--- src/rtl/systolic_result_drain_if.sv ---
// Stream bundle between the systolic array, the result drain and its consumer.
// The drain owns the master side; the consumer/array side uses the slave modport.
interface systolic_result_drain_if #(
    parameter int N    = 16,
    parameter int AROW = 4,
    parameter int BCOL = 4
);
    localparam int RW = (AROW > 1) ? $clog2(AROW) : 1;
    localparam int CW = (BCOL > 1) ? $clog2(BCOL) : 1;

    logic                                    start;
    logic [AROW-1:0][BCOL-1:0][2*N-1:0]      sys_array;
    logic [N-1:0]                            out_data;
    logic [RW-1:0]                           out_row;
    logic [CW-1:0]                           out_col;
    logic                                    out_valid;
    logic                                    out_ready;
    logic                                    out_last;
    logic                                    busy;
    logic                                    sat;

    modport master (
        input  start, sys_array, out_ready,
        output out_data, out_row, out_col, out_valid, out_last, busy, sat
    );

    modport slave (
        output start, sys_array, out_ready,
        input  out_data, out_row, out_col, out_valid, out_last, busy, sat
    );
endinterface

--- src/rtl/systolic_result_drain.sv ---
// Snapshots the systolic array LATENCY cycles after start, then streams requantised elements row-major.
// Optional ReLU before requantisation is enabled by defining RESULT_DRAIN_RELU_EN.
module systolic_result_drain #(
    parameter int N       = 16,
    parameter int AROW    = 4,
    parameter int BCOL    = 4,
    parameter int LATENCY = 10,
    parameter int SHIFT   = 8
) (
    input  logic                     clk,
    input  logic                     rst,
    systolic_result_drain_if.master  bus
);
    localparam int RW   = (AROW > 1) ? $clog2(AROW) : 1;
    localparam int CW   = (BCOL > 1) ? $clog2(BCOL) : 1;
    localparam int CNTW = (LATENCY > 1) ? $clog2(LATENCY) : 1;
    localparam logic signed [2*N-1:0] QMAX = {{(N+1){1'b0}}, {(N-1){1'b1}}};
    localparam logic signed [2*N-1:0] QMIN = {{(N+1){1'b1}}, {(N-1){1'b0}}};

    typedef enum logic [1:0] {IDLE, WAIT, DRAIN} state_t;

    state_t                              state_q, state_d;
    logic [CNTW-1:0]                     cnt_q;
    logic [AROW-1:0][BCOL-1:0][2*N-1:0]  snap_q;
    logic [RW-1:0]                       row_q;
    logic [CW-1:0]                       col_q;
    logic                                sat_q;

    logic                                lat_done;
    logic                                is_last;
    logic                                fire;
    logic signed [2*N-1:0]               elem;
    logic signed [2*N-1:0]               pre;
    logic signed [2*N-1:0]               shifted;
    logic                                clamp_hi;
    logic                                clamp_lo;
    logic [N-1:0]                        qdata;

    assign lat_done = (cnt_q == CNTW'(LATENCY - 1));
    assign is_last  = (row_q == RW'(AROW - 1)) && (col_q == CW'(BCOL - 1));
    assign fire     = (state_q == DRAIN) && bus.out_ready;

    // Requantisation works only from the snapshot, so no array input reaches an output.
    always_comb begin
        elem = snap_q[row_q][col_q];
`ifdef RESULT_DRAIN_RELU_EN
        pre = elem[2*N-1] ? '0 : elem;
`else
        pre = elem;
`endif
        shifted  = pre >>> SHIFT;
        clamp_hi = (shifted > QMAX);
        clamp_lo = (shifted < QMIN);
        if (clamp_hi)      qdata = QMAX[N-1:0];
        else if (clamp_lo) qdata = QMIN[N-1:0];
        else               qdata = shifted[N-1:0];
    end

    always_comb begin
        state_d = state_q;
        case (state_q)
            IDLE:    if (bus.start) state_d = WAIT;
            WAIT:    if (lat_done) state_d = DRAIN;
            DRAIN:   if (fire && is_last) state_d = IDLE;
            default: state_d = IDLE;
        endcase
    end

    always_ff @(posedge clk or posedge rst) begin
        if (rst) state_q <= IDLE;
        else     state_q <= state_d;
    end

    always_ff @(posedge clk or posedge rst) begin
        if (rst) begin
            cnt_q  <= '0;
            snap_q <= '0;
            row_q  <= '0;
            col_q  <= '0;
            sat_q  <= 1'b0;
        end else begin
            case (state_q)
                IDLE: begin
                    if (bus.start) begin
                        cnt_q <= '0;
                        sat_q <= 1'b0;
                    end
                end
                WAIT: begin
                    if (lat_done) snap_q <= bus.sys_array;
                    else          cnt_q  <= cnt_q + CNTW'(1);
                end
                DRAIN: begin
                    if (fire) begin
                        sat_q <= sat_q | clamp_hi | clamp_lo;
                        if (col_q == CW'(BCOL - 1)) begin
                            col_q <= '0;
                            row_q <= is_last ? '0 : row_q + RW'(1);
                        end else begin
                            col_q <= col_q + CW'(1);
                        end
                    end
                end
                default: ;
            endcase
        end
    end

    assign bus.out_data  = qdata;
    assign bus.out_row   = row_q;
    assign bus.out_col   = col_q;
    assign bus.out_valid = (state_q == DRAIN);
    assign bus.out_last  = (state_q == DRAIN) && is_last;
    assign bus.busy      = (state_q != IDLE);
    assign bus.sat       = sat_q;
endmodule
--- src/flat_wrapper.sv ---
// flat-port wrapper written by rule: the top's interface ports become plain ports
module systolic_result_drain_flat 
#(
    parameter int N       = 16,
    parameter int AROW    = 4,
    parameter int BCOL    = 4,
    parameter int LATENCY = 10,
    parameter int SHIFT   = 8
)
  (clk, rst, bus_start, bus_sys_array, bus_out_ready, bus_out_data, bus_out_row, bus_out_col, bus_out_valid, bus_out_last, bus_busy, bus_sat);
  systolic_result_drain_if #(.N(N), .AROW(AROW), .BCOL(BCOL)) bus_i ();
  input  logic clk;
  input  logic rst;
  input wire logic [$bits(bus_i.start)-1:0] bus_start;
  input wire logic [$bits(bus_i.sys_array)-1:0] bus_sys_array;
  input wire logic [$bits(bus_i.out_ready)-1:0] bus_out_ready;
  output wire logic [$bits(bus_i.out_data)-1:0] bus_out_data;
  output wire logic [$bits(bus_i.out_row)-1:0] bus_out_row;
  output wire logic [$bits(bus_i.out_col)-1:0] bus_out_col;
  output wire logic [$bits(bus_i.out_valid)-1:0] bus_out_valid;
  output wire logic [$bits(bus_i.out_last)-1:0] bus_out_last;
  output wire logic [$bits(bus_i.busy)-1:0] bus_busy;
  output wire logic [$bits(bus_i.sat)-1:0] bus_sat;
  assign bus_i.start = bus_start;
  assign bus_i.sys_array = bus_sys_array;
  assign bus_i.out_ready = bus_out_ready;
  assign bus_out_data = bus_i.out_data;
  assign bus_out_row = bus_i.out_row;
  assign bus_out_col = bus_i.out_col;
  assign bus_out_valid = bus_i.out_valid;
  assign bus_out_last = bus_i.out_last;
  assign bus_busy = bus_i.busy;
  assign bus_sat = bus_i.sat;
  systolic_result_drain #(.N(N), .AROW(AROW), .BCOL(BCOL), .LATENCY(LATENCY), .SHIFT(SHIFT)) u_core (.clk(clk), .rst(rst), .bus(bus_i));
endmodule
--- config.mk ---
export PLATFORM = sky130hd
export DESIGN_NAME = systolic_result_drain_flat
export DESIGN_NICKNAME = d
export VERILOG_FILES = /design/src/rtl/systolic_result_drain_if.sv /design/src/rtl/systolic_result_drain.sv /design/src/flat_wrapper.sv
export SDC_FILE = /design/constraint.sdc
export NUM_CORES = 1
export LEC_CHECK = 0
export ABC_AREA = 1
export CAP_MARGIN = 20
export CORE_ASPECT_RATIO = 0.8
export CORE_UTILIZATION = 28
export DETAILED_ROUTE_END_ITERATION = 8
export REMOVE_ABC_BUFFERS = 1
export SKIP_CTS_REPAIR_TIMING = 1
export SLEW_MARGIN = 20
export SYNTH_ARGS = -nofsm -noshare
export SYNTH_HDL_FRONTEND = slang
export SYNTH_SLANG_ARGS = --single-unit
--- constraint.sdc ---
create_clock -name clk -period 23.7 [get_ports clk]
set_input_delay 4.74 -clock clk [delete_from_list [all_inputs] [get_ports clk]]
set_output_delay 4.74 -clock clk [all_outputs]
set_load 0.1 [all_outputs]
---- Yosys cells after proc, flatten, opt, wreduce, memory -nomap -nowiden ----
Index checks and enable logic that the tools add are counted.
word-level totals
  output and inout port bits .............. 24
  logic and storage cells ................. 72
  flip-flop bits (word level) ............. 523
operators by class
  equal/unequal tests ..................... 10
  bitwise gates (word level) .............. 2
  muxes and demuxes ....................... 18
  $add $sub $neg .......................... 3
  reduce and logical (&&, ||, !) cells .... 14
  $lt $le $gt $ge ......................... 4
operators with widths
  cell                  count
  $bmux 128 s2          1
  $mux 128              1
  $bmux 32 s2           1
  $mux 16               2
  $mux 32               1
  $gt 24x16->1 const B  1
  $lt 24x16->1 const B  1
  $reduce_and 3->1      4
  $mux 2                5
  $mux 4                2
  $pmux 4 s2            1
  $eq 2x2->1 const B    3
  $lt 2x3->1 const B    2
  $ne 2x1->1 const B    3
  $pmux 2 s3            1
  $reduce_bool 2->1     3
  $add 2x1->2 const B   2
  $add 4x1->4 const B   1
  $eq 4x4->1 const B    1
  $logic_and 1x1->1     4
  $ne 2x2->1 const B    2
  $reduce_and 2->1      2
  $eq 2x1->1 const B    1
  $logic_not 2->1       1
  3 further kinds       5

---- Depth between registers and ports, before layout ----
  depth in word-level cells ............... 9
  depth in mapped cells ................... 16
  mapped depth without buffers ............ 13

---- Worst setup path after synthesis ----
OpenSTA, ideal clock, no wires.
  path kind ............................... register to output
  from .................................... reg u_core.row_q[1], in the netlist u_core.bus.out_row[1]
  to ...................................... out bus_out_data[11]
  arrival ................................. 3565 ps
  slack ................................... 15395 ps
  stages on the path, launching flop included .. 12
  buffers on the path ..................... 3
  data required time ...................... 18960 ps
  cell sequence ........................... dfrtp_1 buf_2 clkbuf_1 nor2_1 o21ai_1 o211ai_1 o211ai_1 nand2_1 nand2_2 buf_6 o21ai_1 nand2_1
on the way
  word-level cells in the longest chain between the ends .. 7
RTL lines
  element                             RTL line                     source
  from (decl)                         systolic_result_drain.sv:25  logic [RW-1:0] row_q;
  from (signal assigned)              systolic_result_drain.sv:98  row_q <= is_last ? '0 : row_q + RW'(1);
  $bmux 128 s2 (*)                    systolic_result_drain.sv:45  elem = snap_q[row_q][col_q];
  $mux 128 (not written as such) (*)  systolic_result_drain.sv:45
  $bmux 32 s2 (*)                     systolic_result_drain.sv:45
  $mux 32 (not written as such) (*)   systolic_result_drain.sv:45
  $lt 24x16->1                        systolic_result_drain.sv:53  clamp_lo = (shifted < QMIN);
  $mux 16                             systolic_result_drain.sv:55  else if (clamp_lo) qdata = QMIN[N-1:0];
  $mux 16 (*)                         systolic_result_drain.sv:54  if (clamp_hi) qdata = QMAX[N-1:0];
  to (decl)                           flat_wrapper.sv:17           output wire logic [$bits(bus_i.out_data)-1:0] bus_out_data;
Every way passes the cells marked *; elsewhere a longest branch is shown, timed or not. The select of a mux whose other input is x is not followed.

---- Final worst setup path ----
  from .................................... reg u_core.row_q[0], in the netlist u_core.bus.out_row[0]
  to ...................................... out bus_out_data[4]
Same word-level chain as after synthesis.

==> impl_metrics.csv <==
group,metric,value,unit
outcome,run_status,"completed",
routing,wl_per_cell,18.3,um
grt,busiest_layer,"met2",
final_layout,drive_gt1_share,16.4,%
sta,setup_viol,0,
synthesis,synth_cell_types,25,
pwr,ir_worst_vdd,0.000127,V
sta,max_freq,98.8,MHz
critical_path,crit_type,"flip-flop to output port",
pwr,p_leak,0.0107,uW
synthesis,synthesis.area,18500,sq um
routing,viasPerCell,4.80,
grt,grt_max_degree,106,
clocking,clock-sinks,395,
final_layout,nets,2771,
min_path,hold_path_class,"flip-flop to flip-flop",
clocking,clk_path_buf_depth,3,
synthesis,avgSynthCellArea,9.72,sq um
sta,fin_crit,10.13,ns
final_layout,final_util,38.2,%
routing,drc,0,
sta,slew_violations,0,
grt,grt_use_met2,27.1,%
die,io_pins,540,
placed_design,port-buffer-count,411,
final_layout,fillerInstances,6367,
die,start_util,28.6,%
synthesis,yosysSeqAreaShare,53.3,%
sta,tightest_slew,1.04,ns
die,core_area,64800,sq um
critical_path,reg2regPathDepth,9,
die,die_x,290,um
final_layout,syn_to_final_growth,33.6,%
sta,final.setup.tns,0,ns
clocking,cts-htree-levels,2,
die,die_y,232,um
routing,initialDrtViolationCount,973,
grt,use_met3,5.33,%
grt,grt-ovfl-total,0,
min_path,hold_depth,1,
sta,maxSlewHeadroom,30.3,%
critical_path,cp.arrival,5.39,ns
flow_run,drv_cap,0,
final_layout,final_cell_mix,"clkdlybuf4s50_1 (411), dfrtp_1 (391), nor2_1 (267)",
placed_design,hpwl,37.6,mm
sta,min_period_over_period,42.7,%
sta,finalHoldViolCount,0,
die,dieArea,67300,sq um
pwr,power.density,137,nW/um^2
critical_path,required,18.96,ns
critical_path,critPathLaunchType,"flip-flop",
grt,grt_pass1_wl,87.9,mm
clocking,cts_made_buffers,45,
clocking,clk_pin_slew,0.06,ns
grt,met1_usage,21.8,%
routing,dr.pass1.iters,8,
routing,ant_nets,0,
synthesis,ys_ff_latch,395,
clocking,clk_latency,0.57,ns
final_layout,layout_commonest_cell,"clkdlybuf4s50_1",
sta,grt_setup_unrepaired,"false",
synthesis,ys_warn_count,0,
routing,drt_wl_total,57.4,mm
placed_design,gp_congestion,0.815,
placed_design,post_dp_cell_area,23200,sq um
clocking,tritoncts,"yes",
grt,antenna_found_initial,14,
grt,grt_pass1_vias,15400,
routing,vias,15000,
grt,track_usage,16.9,%
final_layout,design_area,24800,sq um
pwr,power,3400,uW
clocking,cts-root-buf,"clkbuf_16",
critical_path,endpoint_kind,"output port",
synthesis,syn_inst,1907,
critical_path,cp_max_fo,68,
sta,hold_ws,0.498,ns
sta,clock-skew-final,0.0218,ns
die,row_count,83,
## synthesized netlist by cell type
library cell | number | share of area, %
nor3_1 | 2 | 0.054
buf_8 | 1 | 0.081
o21ai_1 | 30 | 0.81
nand2_1 | 177 | 3.6
clkbuf_1 | 61 | 1.2
a21oi_1 | 172 | 4.6
inv_2 | 2 | 0.041
nand3b_1 | 1 | 0.041
buf_1 | 4 | 0.081
ha_1 | 4 | 0.27
nand3_1 | 95 | 2.6
o221ai_1 | 6 | 0.28
o211ai_1 | 9 | 0.36
buf_2 | 57 | 1.5
nor3b_1 | 1 | 0.041
o211ai_2 | 5 | 0.34
nor2_1 | 267 | 5.4
dfrtp_1 | 395 | 53
o21ai_4 | 1 | 0.088
buf_6 | 14 | 0.85
nand2_2 | 1 | 0.034
mux2_2 | 260 | 16
o22ai_1 | 39 | 1.3
o21ai_0 | 162 | 4.4
inv_1 | 141 | 2.9
## flip-flops by register name, summed over array words and instances (netlist names)
| signal | flops |
|---|---|
| u_core.snap_q | 384 |
| u_core.cnt_q | 4 |
| u_core.bus.out_col | 2 |
| u_core.bus.out_row | 2 |
| u_core.state_q | 2 |
| u_core.bus.sat | 1 |
## layer usage
layer | wire length [um] | up-vias
met5 | 108 | -
met4 | 1330 | 16
met1 | 24800 | 7393
met3 | 4780 | 107
li1 | - | 7086
met2 | 26400 | 437
## worst paths after layout
| path | slack, ns | start | to |
|---|---|---|---|
| worst max-delay path | 13.57 | u_core.bus.out_row[0]$_DFFE_PP0P_ | bus_out_data[4] |
| min in group asynchronous | 4.72 | rst | u_core.snap_q[170]$_DFFE_PP0P_ |
| max in group asynchronous | 16.51 | rst | u_core.bus.out_row[1]$_DFFE_PP0P_ |
| worst min register to register | 0.50 | u_core.snap_q[235]$_DFFE_PP0P_ | u_core.snap_q[235]$_DFFE_PP0P_ |
| worst max register to register | 18.43 | u_core.cnt_q[0]$_DFFE_PP0P_ | u_core.snap_q[370]$_DFFE_PP0P_ |
| worst min-delay path | 0.50 | u_core.snap_q[235]$_DFFE_PP0P_ | u_core.snap_q[235]$_DFFE_PP0P_ |
## per-stage QoR
step	worst slack (ns)	cells
final	13.57	3136
after floorplan	7.98	1770
after CTS	13.46	3133
after global placement	14.10	3054
after detailed placement	14.10	3054
after global routing	13.28	3134
## kinds of logic after synthesis
logic type               share of synthesized area [%]
AO/OA/AOI/OAI                                     12.2
AND/OR/NAND/NOR                                   11.7
multiplexers                                      15.8
adder cells (fa/ha/maj)                          0.270
buffers and inverters                             6.68
flip-flops                                        53.3
## power by group
part	internal, uW	switching (uW)
Clock	443	290
Sequential	1020	170
Combinational	548	930
Total	2010	1390
## cell type report
class,instances,area [sq um],area share [%]
Antenna cell,3,7.51,0.0303
Clock buffer,59,1270,5.12
Clock inverter,20,275,1.11
Inverter,143,549,2.22
Multi-Input combinational cell,1232,7420,30.0
Sequential cell,395,9900,39.9
Tap cell,850,1060,4.29
Timing Repair Buffer,434,4290,17.3
## critical path, stage by stage (launching register included)
cell	delay [ns]
dfrtp_4	0.73
inv_4	0.63
buf_4	0.74
o21ai_0	0.15
o21ai_0	0.68
o22ai_1	0.17
nor2_1	0.13
o21ai_0	0.14
nand2_1	0.12
clkdlybuf4s50_1	1.19
Power figures use the tool's default switching activity.
